`config.mk`:
```
export PLATFORM = sky130hd
export DESIGN_NAME = repeater_queue_flat
export DESIGN_NICKNAME = d
export VERILOG_FILES = /design/src/rtl/repeater_queue_if.sv /design/src/rtl/repeater_queue.sv /design/src/flat_wrapper.sv
export SDC_FILE = /design/constraint.sdc
export NUM_CORES = 1
export LEC_CHECK = 0
export ABC_AREA = 1
export BUFFER_PORTS_ARGS = -buffer_cell sky130_fd_sc_hd__buf_2
export CORE_ASPECT_RATIO = 0.9
export CORE_UTILIZATION = 49
export DETAILED_ROUTE_END_ITERATION = 8
export HOLD_SLACK_MARGIN = 0.08
export PLACE_DENSITY_LB_ADDON = 0.2
export SETUP_SLACK_MARGIN = 0.05
export SYNTH_ARGS = -nofsm -noshare
export SYNTH_HDL_FRONTEND = slang
export SYNTH_SLANG_ARGS = --single-unit
export TNS_END_PERCENT = 10
```
`constraint.sdc`:
```
create_clock -name clock -period 2.1 [get_ports clock]
set_input_delay 0.105 -clock clock [delete_from_list [all_inputs] [get_ports clock]]
set_output_delay 0.105 -clock clock [all_outputs]
set_load 0.005 [all_outputs]
```
`src/rtl/repeater_queue_if.sv`:
```
// ---------------------------------------------------------------------------
// repeater_queue_if
// Handshake bundle between a producer/consumer pair and repeater_queue.
//
// Parameters:
//   DATA_W - payload width
//   CNT_W  - repeat count width
//
// Signals:
//   io_enq_valid / io_enq_ready / io_enq_bits / io_enq_count : enqueue side
//   io_deq_valid / io_deq_ready / io_deq_bits / io_deq_last  : dequeue side
//   io_full / io_empty                                       : occupancy flags
//   io_abort (only with REPEATER_QUEUE_ABORT_EN)             : drop head entry
//
// Modports:
//   master - the environment (producer + consumer) driving the queue
//   slave  - the repeater_queue itself
// ---------------------------------------------------------------------------
interface repeater_queue_if #(
   parameter int DATA_W = 40,
   parameter int CNT_W  = 4
);
   logic              io_enq_valid;
   logic              io_enq_ready;
   logic [DATA_W-1:0] io_enq_bits;
   logic [CNT_W-1:0]  io_enq_count;
   logic              io_deq_valid;
   logic              io_deq_ready;
   logic [DATA_W-1:0] io_deq_bits;
   logic              io_deq_last;
   logic              io_full;
   logic              io_empty;
`ifdef REPEATER_QUEUE_ABORT_EN
   logic              io_abort;

   modport master (
      output io_enq_valid, io_enq_bits, io_enq_count, io_deq_ready, io_abort,
      input  io_enq_ready, io_deq_valid, io_deq_bits, io_deq_last, io_full, io_empty
   );

   modport slave (
      input  io_enq_valid, io_enq_bits, io_enq_count, io_deq_ready, io_abort,
      output io_enq_ready, io_deq_valid, io_deq_bits, io_deq_last, io_full, io_empty
   );
`else
   modport master (
      output io_enq_valid, io_enq_bits, io_enq_count, io_deq_ready,
      input  io_enq_ready, io_deq_valid, io_deq_bits, io_deq_last, io_full, io_empty
   );

   modport slave (
      input  io_enq_valid, io_enq_bits, io_enq_count, io_deq_ready,
      output io_enq_ready, io_deq_valid, io_deq_bits, io_deq_last, io_full, io_empty
   );
`endif
endinterface

```
`src/rtl/repeater_queue.sv`:
```
// ---------------------------------------------------------------------------
// repeater_queue
// FIFO of words where each word is emitted (count + 1) times on the dequeue
// side before the next word is presented. When the queue holds nothing, an
// offered word flows straight through in the same cycle; only the repeats
// that are still owed get stored.
//
// Parameters:
//   DATA_W - payload width (default 40)
//   DEPTH  - number of stored entries, 1..16 (default 2)
//   CNT_W  - repeat count width (default 4)
//
// Ports:
//   clock - rising-edge clock
//   reset - synchronous, active-high reset
//   io    - repeater_queue_if.slave handshake bundle
//
// Optional feature:
//   REPEATER_QUEUE_ABORT_EN - when defined, io.io_abort blocks both
//   handshakes and drops the stored head entry at the clock edge.
// ---------------------------------------------------------------------------
module repeater_queue #(
   parameter int DATA_W = 40,
   parameter int DEPTH  = 2,
   parameter int CNT_W  = 4
) (
   input logic              clock,
   input logic              reset,
   repeater_queue_if.slave  io
);
   localparam int PTR_W = (DEPTH > 1) ? $clog2(DEPTH) : 1;
   localparam int OCC_W = $clog2(DEPTH + 1);

   logic [DATA_W-1:0] mem_bits [DEPTH];
   logic [CNT_W-1:0]  mem_rem  [DEPTH];
   logic [PTR_W-1:0]  head;
   logic [PTR_W-1:0]  tail;
   logic [OCC_W-1:0]  occ;

   logic              abort;
   logic              is_empty;
   logic              is_full;
   logic              enq_fire;
   logic              deq_fire;
   logic              flow_fire;
   logic              store;
   logic              pop;
   logic              repeat_dec;
   logic [CNT_W-1:0]  head_rem;
   logic [CNT_W-1:0]  store_rem;

`ifdef REPEATER_QUEUE_ABORT_EN
   assign abort = io.io_abort;
`else
   assign abort = 1'b0;
`endif

   function automatic logic [PTR_W-1:0] next_ptr(input logic [PTR_W-1:0] p);
      return (p == PTR_W'(DEPTH - 1)) ? '0 : p + 1'b1;
   endfunction

   // Output and handshake decode. While reset is asserted the queue is
   // presented as empty so the outputs already show the post-reset view.
   // A word whose first beat flows through is stored with one repeat less;
   // a single-beat flow-through word is never stored at all.
   always_comb begin
      is_empty   = reset || (occ == '0);
      is_full    = !reset && (occ == OCC_W'(DEPTH));
      head_rem   = mem_rem[head];

      io.io_empty     = is_empty;
      io.io_full      = is_full;
      io.io_enq_ready = !is_full && !abort;

      if (is_empty) begin
         io.io_deq_valid = io.io_enq_valid && !abort;
         io.io_deq_bits  = io.io_enq_bits;
         io.io_deq_last  = (io.io_enq_count == '0);
      end else begin
         io.io_deq_valid = !abort;
         io.io_deq_bits  = mem_bits[head];
         io.io_deq_last  = (head_rem == '0);
      end

      enq_fire   = io.io_enq_valid && io.io_enq_ready;
      deq_fire   = io.io_deq_valid && io.io_deq_ready;
      flow_fire  = is_empty && deq_fire;
      store      = enq_fire && !(flow_fire && (io.io_enq_count == '0));
      store_rem  = flow_fire ? (io.io_enq_count - 1'b1) : io.io_enq_count;
      repeat_dec = !is_empty && deq_fire && (head_rem != '0);
      pop        = !is_empty && ((deq_fire && (head_rem == '0)) || abort);
   end

   // Payload storage carries no reset; validity is governed by occupancy.
   always_ff @(posedge clock) begin
      if (store) begin
         mem_bits[tail] <= io.io_enq_bits;
      end
   end

   // Pointer, occupancy and repeat-counter state. A store and a decrement
   // never target the same slot: storing with a non-empty queue implies
   // it is not full, so tail differs from head.
   always_ff @(posedge clock) begin
      if (reset) begin
         head <= '0;
         tail <= '0;
         occ  <= '0;
         for (int i = 0; i < DEPTH; i++) begin
            mem_rem[i] <= '0;
         end
      end else begin
         if (store) begin
            mem_rem[tail] <= store_rem;
            tail          <= next_ptr(tail);
         end
         if (repeat_dec) begin
            mem_rem[head] <= head_rem - 1'b1;
         end
         if (pop) begin
            head <= next_ptr(head);
         end
         occ <= occ + OCC_W'(store) - OCC_W'(pop);
      end
   end
endmodule

```
`src/flat_wrapper.sv`:
```
// flat-port wrapper written by rule: the top's interface ports become plain ports
module repeater_queue_flat 
#(
   parameter int DATA_W = 40,
   parameter int DEPTH  = 2,
   parameter int CNT_W  = 4
)
  (clock, reset, io_io_enq_valid, io_io_enq_bits, io_io_enq_count, io_io_deq_ready, io_io_enq_ready, io_io_deq_valid, io_io_deq_bits, io_io_deq_last, io_io_full, io_io_empty);
  repeater_queue_if #(.DATA_W(DATA_W), .CNT_W(CNT_W)) io_i ();
  input logic clock;
  input logic reset;
  input wire logic [$bits(io_i.io_enq_valid)-1:0] io_io_enq_valid;
  input wire logic [$bits(io_i.io_enq_bits)-1:0] io_io_enq_bits;
  input wire logic [$bits(io_i.io_enq_count)-1:0] io_io_enq_count;
  input wire logic [$bits(io_i.io_deq_ready)-1:0] io_io_deq_ready;
  output wire logic [$bits(io_i.io_enq_ready)-1:0] io_io_enq_ready;
  output wire logic [$bits(io_i.io_deq_valid)-1:0] io_io_deq_valid;
  output wire logic [$bits(io_i.io_deq_bits)-1:0] io_io_deq_bits;
  output wire logic [$bits(io_i.io_deq_last)-1:0] io_io_deq_last;
  output wire logic [$bits(io_i.io_full)-1:0] io_io_full;
  output wire logic [$bits(io_i.io_empty)-1:0] io_io_empty;
  assign io_i.io_enq_valid = io_io_enq_valid;
  assign io_i.io_enq_bits = io_io_enq_bits;
  assign io_i.io_enq_count = io_io_enq_count;
  assign io_i.io_deq_ready = io_io_deq_ready;
  assign io_io_enq_ready = io_i.io_enq_ready;
  assign io_io_deq_valid = io_i.io_deq_valid;
  assign io_io_deq_bits = io_i.io_deq_bits;
  assign io_io_deq_last = io_i.io_deq_last;
  assign io_io_full = io_i.io_full;
  assign io_io_empty = io_i.io_empty;
  repeater_queue #(.DATA_W(DATA_W), .DEPTH(DEPTH), .CNT_W(CNT_W)) u_core (.clock(clock), .reset(reset), .io(io_i));
endmodule
```
==> flow_metrics.tcl <==
set metrics [dict create \
    period_needed_ns 1.97 \
    synth.cell_area_sq_mm 0.00413 \
    fin_area_sq_mm 0.00536 \
    setup_viol 0 \
    p_sw_uw 1190 \
    root_buffer "clkbuf_8" \
    cpMaxStageDelayCell "dfxtp_4" \
    drt_iter0_drc 142 \
    cts_sinks 93 \
    coreArea_sq_mm 0.00811 \
    fin_worst_skew_ns 0.00557 \
    syn_nets 441 \
    vias_per_cell 5.07 \
    num_antenna_cells 0 \
    numCtsBuffers 9 \
    totalWireLength_um 8790 \
    grt_pass1_vias 3110 \
    ys_ff_latch 93 \
    synth_largest_area_cell "edfxtp_1" \
    switching_share_pct 28.4 \
    hold_class "in -> reg" \
    status "completed" \
    internal_power_uw 3000 \
    syn_avg_cell_area_sq_um 10.6 \
    cp_cell_sequence "o21ai_0, ha_1, nand4_1, inv_2, ha_1, inv_1, ha_2, xor2_2, o21ai_1, a21oi_1" \
    syn_inst 388 \
    fin_ws_ns 0.135 \
    ir_worst_vdd_mv 0.508 \
    yosys_warnings 0 \
    tightest_slew_ns 0.474 \
    seq_area_sq_mm 0.00275 \
    critPathRequiredTime_ns 2.40 \
    synth_top_area_share_pct 64.0 \
    clk_latency_ns 0.35 \
    fin_nets 577 \
    gr-total-overflow 0 \
    cp-start-kind "register" \
    postRouteAntennaNets 0 \
    fillers 636 \
    multi_input_area_sq_mm 0.00121 \
    hold_viol 0 \
    num_rows 31 \
    die_area_sq_mm 0.00880 \
    dr_wl_met2_um 4410 \
    seqPwrFrac_pct 53.0 \
    grt_pass1_wl_um 13900 \
    drive_above_1_share_pct 25.7 \
    wl_per_cell_um 14.0 \
    place_inst 570 \
    ys_seq_area_share_pct 66.4 \
    critPathArrivalTime_ns 2.26 \
    worstSetupPathType "reg -> reg" \
    syn_to_final_growth_pct 29.9 \
    cts_tree "yes" \
    drv_slew 0 \
    port_buffers 92 \
    boundaryPins 93 \
    path_clk_slew_ns 0.09 \
    slew_headroom_pct 68.4 \
    route.met3.wl_um 486 \
    pre_cts_ws_ns 0.0976 \
    vias 3186 \
    clockPowerShare_pct 26.5 \
    fmax_ghz 0.509 \
    die_x_um 98.8 \
    gp_congestion 0.855 \
    synth.area.top_cells "edfxtp_1 (64%), nand2_1 (12%), a31oi_1 (6.1%)" \
    initial_utilization_pct 50.9 \
    first_pass_iters 6 \
    power_density_mw_per_mm2 781 \
    ys_types 28 \
    p_leak_uw 0.00224 \
    drcViolationCount 0 \
    top_layer "met4" \
    end_kind "register" \
    cts.htree.levels 3 \
    grt_usage_pct 20.8 \
    cp_top_family "adder cells" \
    cp_max_fo 8 \
    dpl_cell_area_sq_mm 0.00475 \
    grt_max_degree 41 \
    cpMostUsedCell "ha_1" \
    wl_met1_um 3790 \
    finalCritPeriodShare_pct 93.6 \
    cap_violations 0 \
    instances_no_fill 628 \
    critPathBufInv 2 \
    cts_max_path_buffers 2 \
    pwr-share-comb_pct 20.4 \
    fin_util_pct 66.2 \
    antenna_found_initial 0 \
    cpPeakStageDelay_ns 0.38 \
    rsz0062_at_grt "yes" \
    hpwl_um 5350 \
    die_y_um 89.1 \
]
cells in the final DEF (no fill, tap or decap):
cell type,instances
nand2_1,127
buf_2,92
edfxtp_1,88
nor2_1,42
dlygate4sd3_1,42
a31oi_1,40
inv_1,22
clkbuf_8,9
nand3_2,5
nand3_1,5
a21oi_1,4
ha_1,4
inv_6,4
buf_12,4
buf_4,4
dfxtp_1,4
inv_2,3
clkinv_2,3
o21ai_1,3
xor2_1,3
clkinv_1,3
nor2_2,2
o21ai_0,2
xnor2_1,2
o21ai_4,1
nand2_2,1
nand4_1,1
inv_4,1
nor3_1,1
nand4_2,1
nor2_4,1
or2_2,1
xor2_2,1
ha_2,1
dfxtp_4,1
inv_8,1
worst register-to-register path, stage by stage (launching register included):
cell	delay, ns
dfxtp_4	0.38
o21ai_0	0.24
ha_1	0.22
nand4_1	0.14
inv_2	0.09
ha_1	0.23
inv_1	0.06
ha_2	0.18
xor2_2	0.17
o21ai_1	0.08
a21oi_1	0.11
worst paths after layout:
path,from,endpoint,slack [ns],cells after the start
worst min-delay path,io_io_deq_ready,u_core.tail$_SDFFE_PP0N_,0.22,5
worst max register to register,register,u_core.occ[1]$_SDFF_PP0_,0.13,10
worst min register to register,u_core.tail$_SDFFE_PP0N_,u_core.tail$_SDFFE_PP0N_,0.50,2
worst max-delay path,register,u_core.occ[1]$_SDFF_PP0_,0.13,10
Yosys cell counts:
cell type  number
a21oi_1         4
a31oi_1        40
buf_2           5
buf_6           1
clkbuf_1       11
clkinv_1        1
clkinv_2        1
dfxtp_1         5
edfxtp_1       88
ha_1            5
inv_1          26
inv_2           2
nand2_1       127
nand2_2         1
nand3_1         5
nand3_2         5
nand4_1         1
nand4_2         1
nor2_1         42
nor2_2          2
nor2_4          1
nor3_1          1
o21ai_0         3
o21ai_1         2
o21ai_4         1
or2_2           1
xnor2_1         2
xor2_1          4
power groups by stage:
stage	Combinational, uW	Sequential [uW]	Clock (uW)
finish	856	2220	1110
global route	955	2230	1210
CTS	853	2220	1150
detailed placement	788	2260	0
global placement	775	2260	0
floorplan	455	2260	0
per-stage QoR:
step	hold WS, ns	setup TNS (ns)	total power [uW]
5_1_grt	0.239	-0.0115	4400
3_3_place_gp	0.307	0	3030
4_1_cts	0.202	0	4220
6_report	0.218	0	4190
3_5_place_dp	0.312	0	3050
2_1_floorplan	0.174	0	2710
timing repair:
action                                  CTS  global route
setup buffers                             0             0
resized for setup                         0             8
hold endpoints to repair                 84             0
endpoints found under the setup margin    0            26
hold buffers                             42             0
registers in the layout, indices dropped and copies added (netlist names), named ones only:
signal	flops
u_core.head	1
u_core.mem_bits	80
u_core.occ	2
u_core.mem_rem	8
u_core.tail	1
kinds of logic (layout without fill, tap and decap cells):
group | Yosys count | after routing | share of synthesized area [%]
flip-flops | 93 | 93 | 66.4
XOR/XNOR | 6 | 6 | 1.27
buffers and inverters | 47 | 188 | 4.63
AO/OA/AOI/OAI | 50 | 50 | 7.54
adder cells (fa/ha/maj) | 5 | 5 | 1.51
AND/OR/NAND/NOR | 187 | 187 | 18.6
area by class of cell:
| type | instances | share of cell area (%) |
|---|---|---|
| Sequential cell | 93 | 51.2 |
| Timing Repair Buffer | 142 | 18.5 |
| Clock inverter | 7 | 1.05 |
| Inverter | 30 | 2.17 |
| Clock buffer | 9 | 2.31 |
| Multi-Input combinational cell | 248 | 22.5 |
| Tap cell | 99 | 2.31 |
metal layers:
metal  vias up  GRT usage [%]
li1       1601              -
met1      1479           24.8
met2        97           37.1
met3         9           5.08
met4         0           8.14
met5         -              0
Power figures use the tool's default switching activity.
